--- config.mk ---
export PLATFORM = sky130hd
export DESIGN_NAME = mem_copier_flat
export DESIGN_NICKNAME = d
export VERILOG_FILES = /design/src/rtl/mem_copier_if.sv /design/src/rtl/mem_copier.sv /design/src/flat_wrapper.sv
export SDC_FILE = /design/constraint.sdc
export NUM_CORES = 1
export LEC_CHECK = 0
export ABC_AREA = 1
export BUFFER_PORTS_ARGS = -buffer_cell sky130_fd_sc_hd__buf_2
export CORE_ASPECT_RATIO = 0.9
export CORE_UTILIZATION = 40
export CTS_CLUSTER_DIAMETER = 50
export DETAILED_ROUTE_END_ITERATION = 8
export PLACE_DENSITY = 0.67
export RECOVER_POWER = 100
export SLEW_MARGIN = 40
export SYNTH_ARGS = -nofsm -noshare
export SYNTH_HDL_FRONTEND = slang
export SYNTH_SLANG_ARGS = --single-unit
--- constraint.sdc ---
create_clock -name clk -period 2 [get_ports clk]
set_clock_uncertainty 0.2 [all_clocks]
set_input_delay 0.3 -clock clk [delete_from_list [all_inputs] [get_ports clk]]
set_output_delay 0.3 -clock clk [all_outputs]
set_load 0.05 [all_outputs]
--- src/rtl/mem_copier_if.sv ---
// Copier bus: command/status handshake plus the single-port word memory bus.
// The copier is the master, and the memory/controller side is the slave.
interface mem_copier_if #(parameter int LEN_W = 16);
    logic             start;
    logic [31:0]      src;
    logic [31:0]      dst;
    logic [LEN_W-1:0] len;
    logic             busy;
    logic             done;
    logic             MemWrite;
    logic [31:0]      Adr;
    logic [31:0]      WriteData;
    logic [31:0]      ReadData;

    modport master (
        input  start, src, dst, len, ReadData,
        output busy, done, MemWrite, Adr, WriteData
    );

    modport slave (
        output start, src, dst, len, ReadData,
        input  busy, done, MemWrite, Adr, WriteData
    );
endinterface

--- src/rtl/mem_copier.sv ---
// Word-by-word memory copier: alternates a READ cycle and a WRITE cycle per word
// on a zero-latency shared memory, copying in ascending address order.
module mem_copier #(
    parameter int LEN_W = 16
) (
    input logic          clk,
    input logic          reset,
    mem_copier_if.master bus
);
    typedef enum logic [1:0] {IDLE, READ, WRITE, DONE} state_t;

    state_t           state, state_nx;
    logic [31:0]      src_ptr, dst_ptr, data_reg;
    logic [LEN_W-1:0] cnt;

    always_ff @(posedge clk) begin
        if (reset) begin
            state    <= IDLE;
            src_ptr  <= '0;
            dst_ptr  <= '0;
            cnt      <= '0;
            data_reg <= '0;
        end else begin
            state <= state_nx;
            case (state)
                IDLE: if (bus.start) begin
                    src_ptr <= {bus.src[31:2], 2'b00};
                    dst_ptr <= {bus.dst[31:2], 2'b00};
                    cnt     <= bus.len;
                end
                READ:  data_reg <= bus.ReadData;
                WRITE: begin
                    src_ptr <= src_ptr + 32'd4;
                    dst_ptr <= dst_ptr + 32'd4;
                    cnt     <= cnt - LEN_W'(1);
                end
                default: ;
            endcase
        end
    end

    always_comb begin
        state_nx      = state;
        bus.busy      = 1'b0;
        bus.done      = 1'b0;
        bus.MemWrite  = 1'b0;
        bus.Adr       = 32'h0;
        bus.WriteData = 32'h0;
        case (state)
            IDLE: if (bus.start) state_nx = (bus.len == '0) ? DONE : READ;
            READ: begin
                bus.busy = 1'b1;
                bus.Adr  = src_ptr;
                state_nx = WRITE;
            end
            WRITE: begin
                bus.busy      = 1'b1;
                bus.Adr       = dst_ptr;
                // A reset landing on a write cycle suppresses that write.
                bus.MemWrite  = ~reset;
                bus.WriteData = data_reg;
                state_nx      = (cnt == LEN_W'(1)) ? DONE : READ;
            end
            DONE: begin
                bus.done = 1'b1;
                state_nx = IDLE;
            end
            default: state_nx = IDLE;
        endcase
    end
endmodule

--- src/flat_wrapper.sv ---
// flat-port wrapper written by rule: the top's interface ports become plain ports
module mem_copier_flat 
#(
    parameter int LEN_W = 16
)
  (clk, reset, bus_start, bus_src, bus_dst, bus_len, bus_ReadData, bus_busy, bus_done, bus_MemWrite, bus_Adr, bus_WriteData);
  mem_copier_if #(.LEN_W(LEN_W)) bus_i ();
  input logic clk;
  input logic reset;
  input wire logic [$bits(bus_i.start)-1:0] bus_start;
  input wire logic [$bits(bus_i.src)-1:0] bus_src;
  input wire logic [$bits(bus_i.dst)-1:0] bus_dst;
  input wire logic [$bits(bus_i.len)-1:0] bus_len;
  input wire logic [$bits(bus_i.ReadData)-1:0] bus_ReadData;
  output wire logic [$bits(bus_i.busy)-1:0] bus_busy;
  output wire logic [$bits(bus_i.done)-1:0] bus_done;
  output wire logic [$bits(bus_i.MemWrite)-1:0] bus_MemWrite;
  output wire logic [$bits(bus_i.Adr)-1:0] bus_Adr;
  output wire logic [$bits(bus_i.WriteData)-1:0] bus_WriteData;
  assign bus_i.start = bus_start;
  assign bus_i.src = bus_src;
  assign bus_i.dst = bus_dst;
  assign bus_i.len = bus_len;
  assign bus_i.ReadData = bus_ReadData;
  assign bus_busy = bus_i.busy;
  assign bus_done = bus_i.done;
  assign bus_MemWrite = bus_i.MemWrite;
  assign bus_Adr = bus_i.Adr;
  assign bus_WriteData = bus_i.WriteData;
  mem_copier #(.LEN_W(LEN_W)) u_core (.clk(clk), .reset(reset), .bus(bus_i));
endmodule
======== After elaboration in Yosys (flattened, before gate mapping) ========
Index checks and enable logic that the tools add are counted.
storage, ports and cells
  register bits ........................... 114
  bits in latches ......................... 0
  bits in writable memories ............... 0
  memory bits (read-only) ................. 0
  input port bits ......................... 115
  output and inout port bits .............. 67
  logic and storage cells ................. 34
  memories kept ........................... 0
cells by class
  add/sub/neg operators ................... 3
  multiply operators ...................... 0
  div/mod/pow operators ................... 0
  magnitude comparators ................... 0
  equality and inequality tests ........... 5
  shifts and indexed selects .............. 0
  mux-type cells .......................... 15
  bitwise gates (word level) .............. 1
  reduce and logical (&&, ||, !) cells .... 5
operator list
  cell                                                                   number
  32-bit case mux with 2 select lines                                    3
  32-bit two-way mux                                                     3
  32-bit by 3-bit adder with 32-bit output (second input constant)       2
  16-bit case mux with 2 select lines                                    1
  16-bit by 1-bit == test with 1-bit output (second input constant)      1
  16-bit zero test                                                       1
  16-bit two-way mux                                                     1
  16-bit by 1-bit subtractor with 16-bit output (second input constant)  1
  2-bit case mux with 4 select lines                                     1
  2-bit two-way mux                                                      3
  2-bit == test (second input constant)                                  2
  1-bit two-way mux                                                      3
  2-bit by 1-bit == test with 1-bit output (second input constant)       1
  2-bit zero test                                                        1
  2-bit inequality test (second input constant)                          1
  2-bit AND reduction                                                    1
  2-bit nonzero test                                                     1
  2-bit OR reduction                                                     1
  1-bit inverter                                                         1

======== Longest topological paths before layout ========
  depth in word-level cells ............... 4
  depth in mapped cells ................... 11
  gate-level depth less buffers ........... 10

======== Worst setup path before layout ========
OpenSTA, ideal clock, no wires.
  path type ............................... reg-to-output
  start ................................... register u_core.state[0]
  end ..................................... output bus_Adr[10]
  data arrival time ....................... 2.082 ns
  data required time ...................... 1.500 ns
  path slack .............................. -0.582 ns
  stages on the path, launching flop included .. 6
  buffers on the path ..................... 1
  cell sequence ........................... dfxtp_1 > inv_1 > ha_1 > inv_1 > clkbuf_1 > a21oi_1
between the ends
  word-level cells in the longest chain between the ends .. 2
  elaborated cells on any way between the ends .. 3
  classes of those cells .................. eq/ne (2); mux (1)
RTL lines
  item                                                                       line                text
  start, declared                                                            mem_copier.sv:12    state_t state, state_nx;
  start signal, assigned                                                     mem_copier.sv:24    state <= state_nx;
  2-bit == test or 2-bit by 1-bit == test with 1-bit output (tied branches)  mem_copier.sv:49    case (state)
  32-bit case mux with 2 select lines (*)                                    mem_copier.sv:49
  end, declared                                                              flat_wrapper.sv:18  output wire logic [$bits(bus_i.Adr)-1:0] bus_Adr;
Mark *: on every way between the ends. The rest lies on a longest branch, timed or not.

======== Worst setup path after layout ========
  start ................................... register u_core.state[1]
  end ..................................... output bus_WriteData[18]
between the ends
  word-level cells in the longest chain between the ends .. 2
RTL lines
  item                line                text
  2-bit == test       mem_copier.sv:49
  32-bit two-way mux  mem_copier.sv:49
  end, declared       flat_wrapper.sv:19  output wire logic [$bits(bus_i.WriteData)-1:0] bus_WriteData;
No other way between the ends.

==> impl_metrics.toml <==
[timing]
finalHoldViolations = 0
rsz0062_at_grt = "yes"
setup_viol = 107
period_minus_slack_ns = 2.22
max_slew_margin_pct = 64.5
worstMarginPinSlew_ns = 0.532
fin_crit_sh_pct = 111
max_freq_ghz = 0.450
worst_slack_ns = -0.220
whs_ns = 0.00718
slew_violations = 0

[die]
rows = 46
initial_core_util_pct = 41.6
dieArea_um2 = 19200
die_w_um = 146
die_h_um = 131
pin_count = 182
core-area_um2 = 17900

[yosys]
ys_seq_area_share_pct = 29.6
synth_simple_gate_area_share_pct = 41.7
syn-cell-area_um2 = 7450
synth_edf_count = 0
ys_ff_latch = 110
synth_flop_cell = "dfxtp_1"
synthDistinctLibCells = 45
muxShareOfSynthArea_pct = 0
ys_async_sr_fraction_pct = 0
synth_fa_ha_area_share_pct = 1.34
synthXorXnorAreaFrac_pct = 0.353
synth_compound_area_share_pct = 16.7
synthCells = 1279
syn_avg_cell_area_um2 = 5.82
synth_top_family_by_area = "simple AND/OR/NAND/NOR gates"
yosys_warnings = 0

[worst_setup_path]
cp_num_buf_inv = 5
crit_path_end_kind = "primary output"
worst_ep_required_time_ns = 1.50
crit_path_start_kind = "register"
crit_chain = "buf_6, ha_4, buf_4, buf_12, nand2_2, clkinvlp_4, buf_8"
critPathKind = "reg2out"
critical-path-top-delay-family = "buffers and inverters"
slowest_delay_ns = 0.35
slowest_stage = "dfxtp_4"
path_max_fanout = 16
critical_path_arrival_ns = 1.72
r2r_slack_ns = -0.14

[power_and_ir_drop]
ir_drop_mv = 0.594
power_density_nw_per_um2 = 971
finalPower_mw = 10.8
p_leak_nw = 4.62

[finish]
final_common_cell = "nand2_1"
largest_reg_flops = 32
drive_gt1_share_pct = 28.3
syn_to_final_growth_pct = 49.8
nets = 1627
final_cell_count_no_fill = 1750
layout_common_cells = "nand2_1 (325), nor2_1 (222), buf_2 (113)"

[clock_network]
cts_tree = "built"
cts_made_buffers = 9
cts_root_buf = "clkbuf_16"
clk_pin_slew_worst_paths_ns = 0.08
htreeDepth = 3
cts.sinks = 110
clk_latency_ns = 0.36
cts_buffer_depth = 2

[global_route]
grt_pass1_vias = 8218
grt_usage_pct = 27.1
grt_max_degree = 59
overflow = 0
grt_pass1_wl_um = 42000
antenna_found_initial = 2

[worst_hold_path]
hold_path.class = "in2reg"

[placed_design]
io_buffers = 175
dp_hpwl_um = 18000
dp.cells = 1669
gp_congestion = 0.895

[routing]
ant_nets = 0
viasPerCell = 5.25
drc = 0
routed_wl_um = 28200
drtIter0Drc = 851
dr.pass1.iters = 7
vias = 9193
wl_per_cell_um = 16.1

[status]
violations = "negative setup slack"
outcome = "finished, violations left"

[job]
cap_violations = 0
## routing by layer
metal	vias up	global-route usage [%]	part of all wire (%)
met4	2	9.77	3.5
met3	68	4.55	6.8
met2	379	43.0	45
met5	-	0	0.032
li1	4562	-	-
met1	4182	36.9	45
## path summary, 6_finish.rpt
check | depth (start not counted) | end | startpoint
min reg2reg | 2 | u_core.cnt[13] | u_core.cnt[13]
max reg2reg | 7 | u_core.data_reg[30] | u_core.state[0]
min | 3 | u_core.dst_ptr[3] | bus_dst[3]
max | 7 | bus_WriteData[18] | u_core.state[1]
## layout make-up
| class | instances | area [µm²] |
|---|---|---|
| clock inverters | 6 | 66.3 |
| inverters | 119 | 569 |
| well taps | 240 | 300 |
| multi-input cells | 983 | 5100 |
| clock buffers | 10 | 239 |
| flip-flops and latches | 110 | 2210 |
| repair buffers | 281 | 2660 |
| fillers | 1634 | 6750 |
| diodes | 1 | 2.50 |
## what timing repair did
action | CTS | global route
hold buffers | 35 | 0
setup endpoints to repair | 64 | 94
pin swaps | 6 | 8
cloned | 3 | 12
setup buffers | 7 | 7
resized for setup | 185 | 75
endpoints found under the hold margin | 35 | 0
## cells by family after synthesis
kind of cell / count (synthesis)
AND/OR/NAND/NOR: 739
AO/OA/AOI/OAI: 230
buffers and inverters: 188
flip-flops: 110
adder cells (fa/ha/maj): 8
XOR/XNOR: 3
other: 1
## cells in the mapped netlist (3+ instances only)
cell,count,area share (%)
a211oi_1,3,0.30
a21oi_1,92,6.2
a221oi_1,4,0.47
a31oi_1,11,0.92
buf_1,9,0.45
buf_2,18,1.2
buf_4,3,0.30
clkbuf_1,36,1.8
dfxtp_1,110,30
ha_1,8,1.3
inv_1,113,5.7
inv_2,6,0.30
nand2_1,372,19
nand2_2,7,0.59
nand3_1,78,5.2
nand4_1,19,1.6
nor2_1,228,11
nor2_2,8,0.67
nor2_4,8,1.2
nor3_1,3,0.20
o211ai_1,9,0.91
o21ai_0,91,6.1
o21ai_1,9,0.60
o2bb2ai_1,4,0.47
or2_2,3,0.25
## metrics by stage
step	TNS (ns)	area (µm²)	worst slack [ns]	utilization [%]
2_1_floorplan	-3.63	7920	-0.0949	-
3_3_place_gp	0	9230	0.0330	51.6
3_5_place_dp	0	9230	0.0206	51.6
4_1_cts	-8.28	10600	-0.196	59.3
5_1_grt	-22.89	11200	-0.252	62.3
6_report	-14.97	11200	-0.220	62.3
## tightest hold or removal path, stage by stage
cell	delay, ns
buf_2	0.09
nand2_1	0.05
a31oi_1	0.07
## where the power goes
group	internal (mW)	total (mW)	switching, mW
sequential	2.72	3.40	0.675
combinational	2.18	5.50	3.32
clock	1.02	1.93	0.914
total	5.92	10.8	4.90
Power figures use the tool's default switching activity.
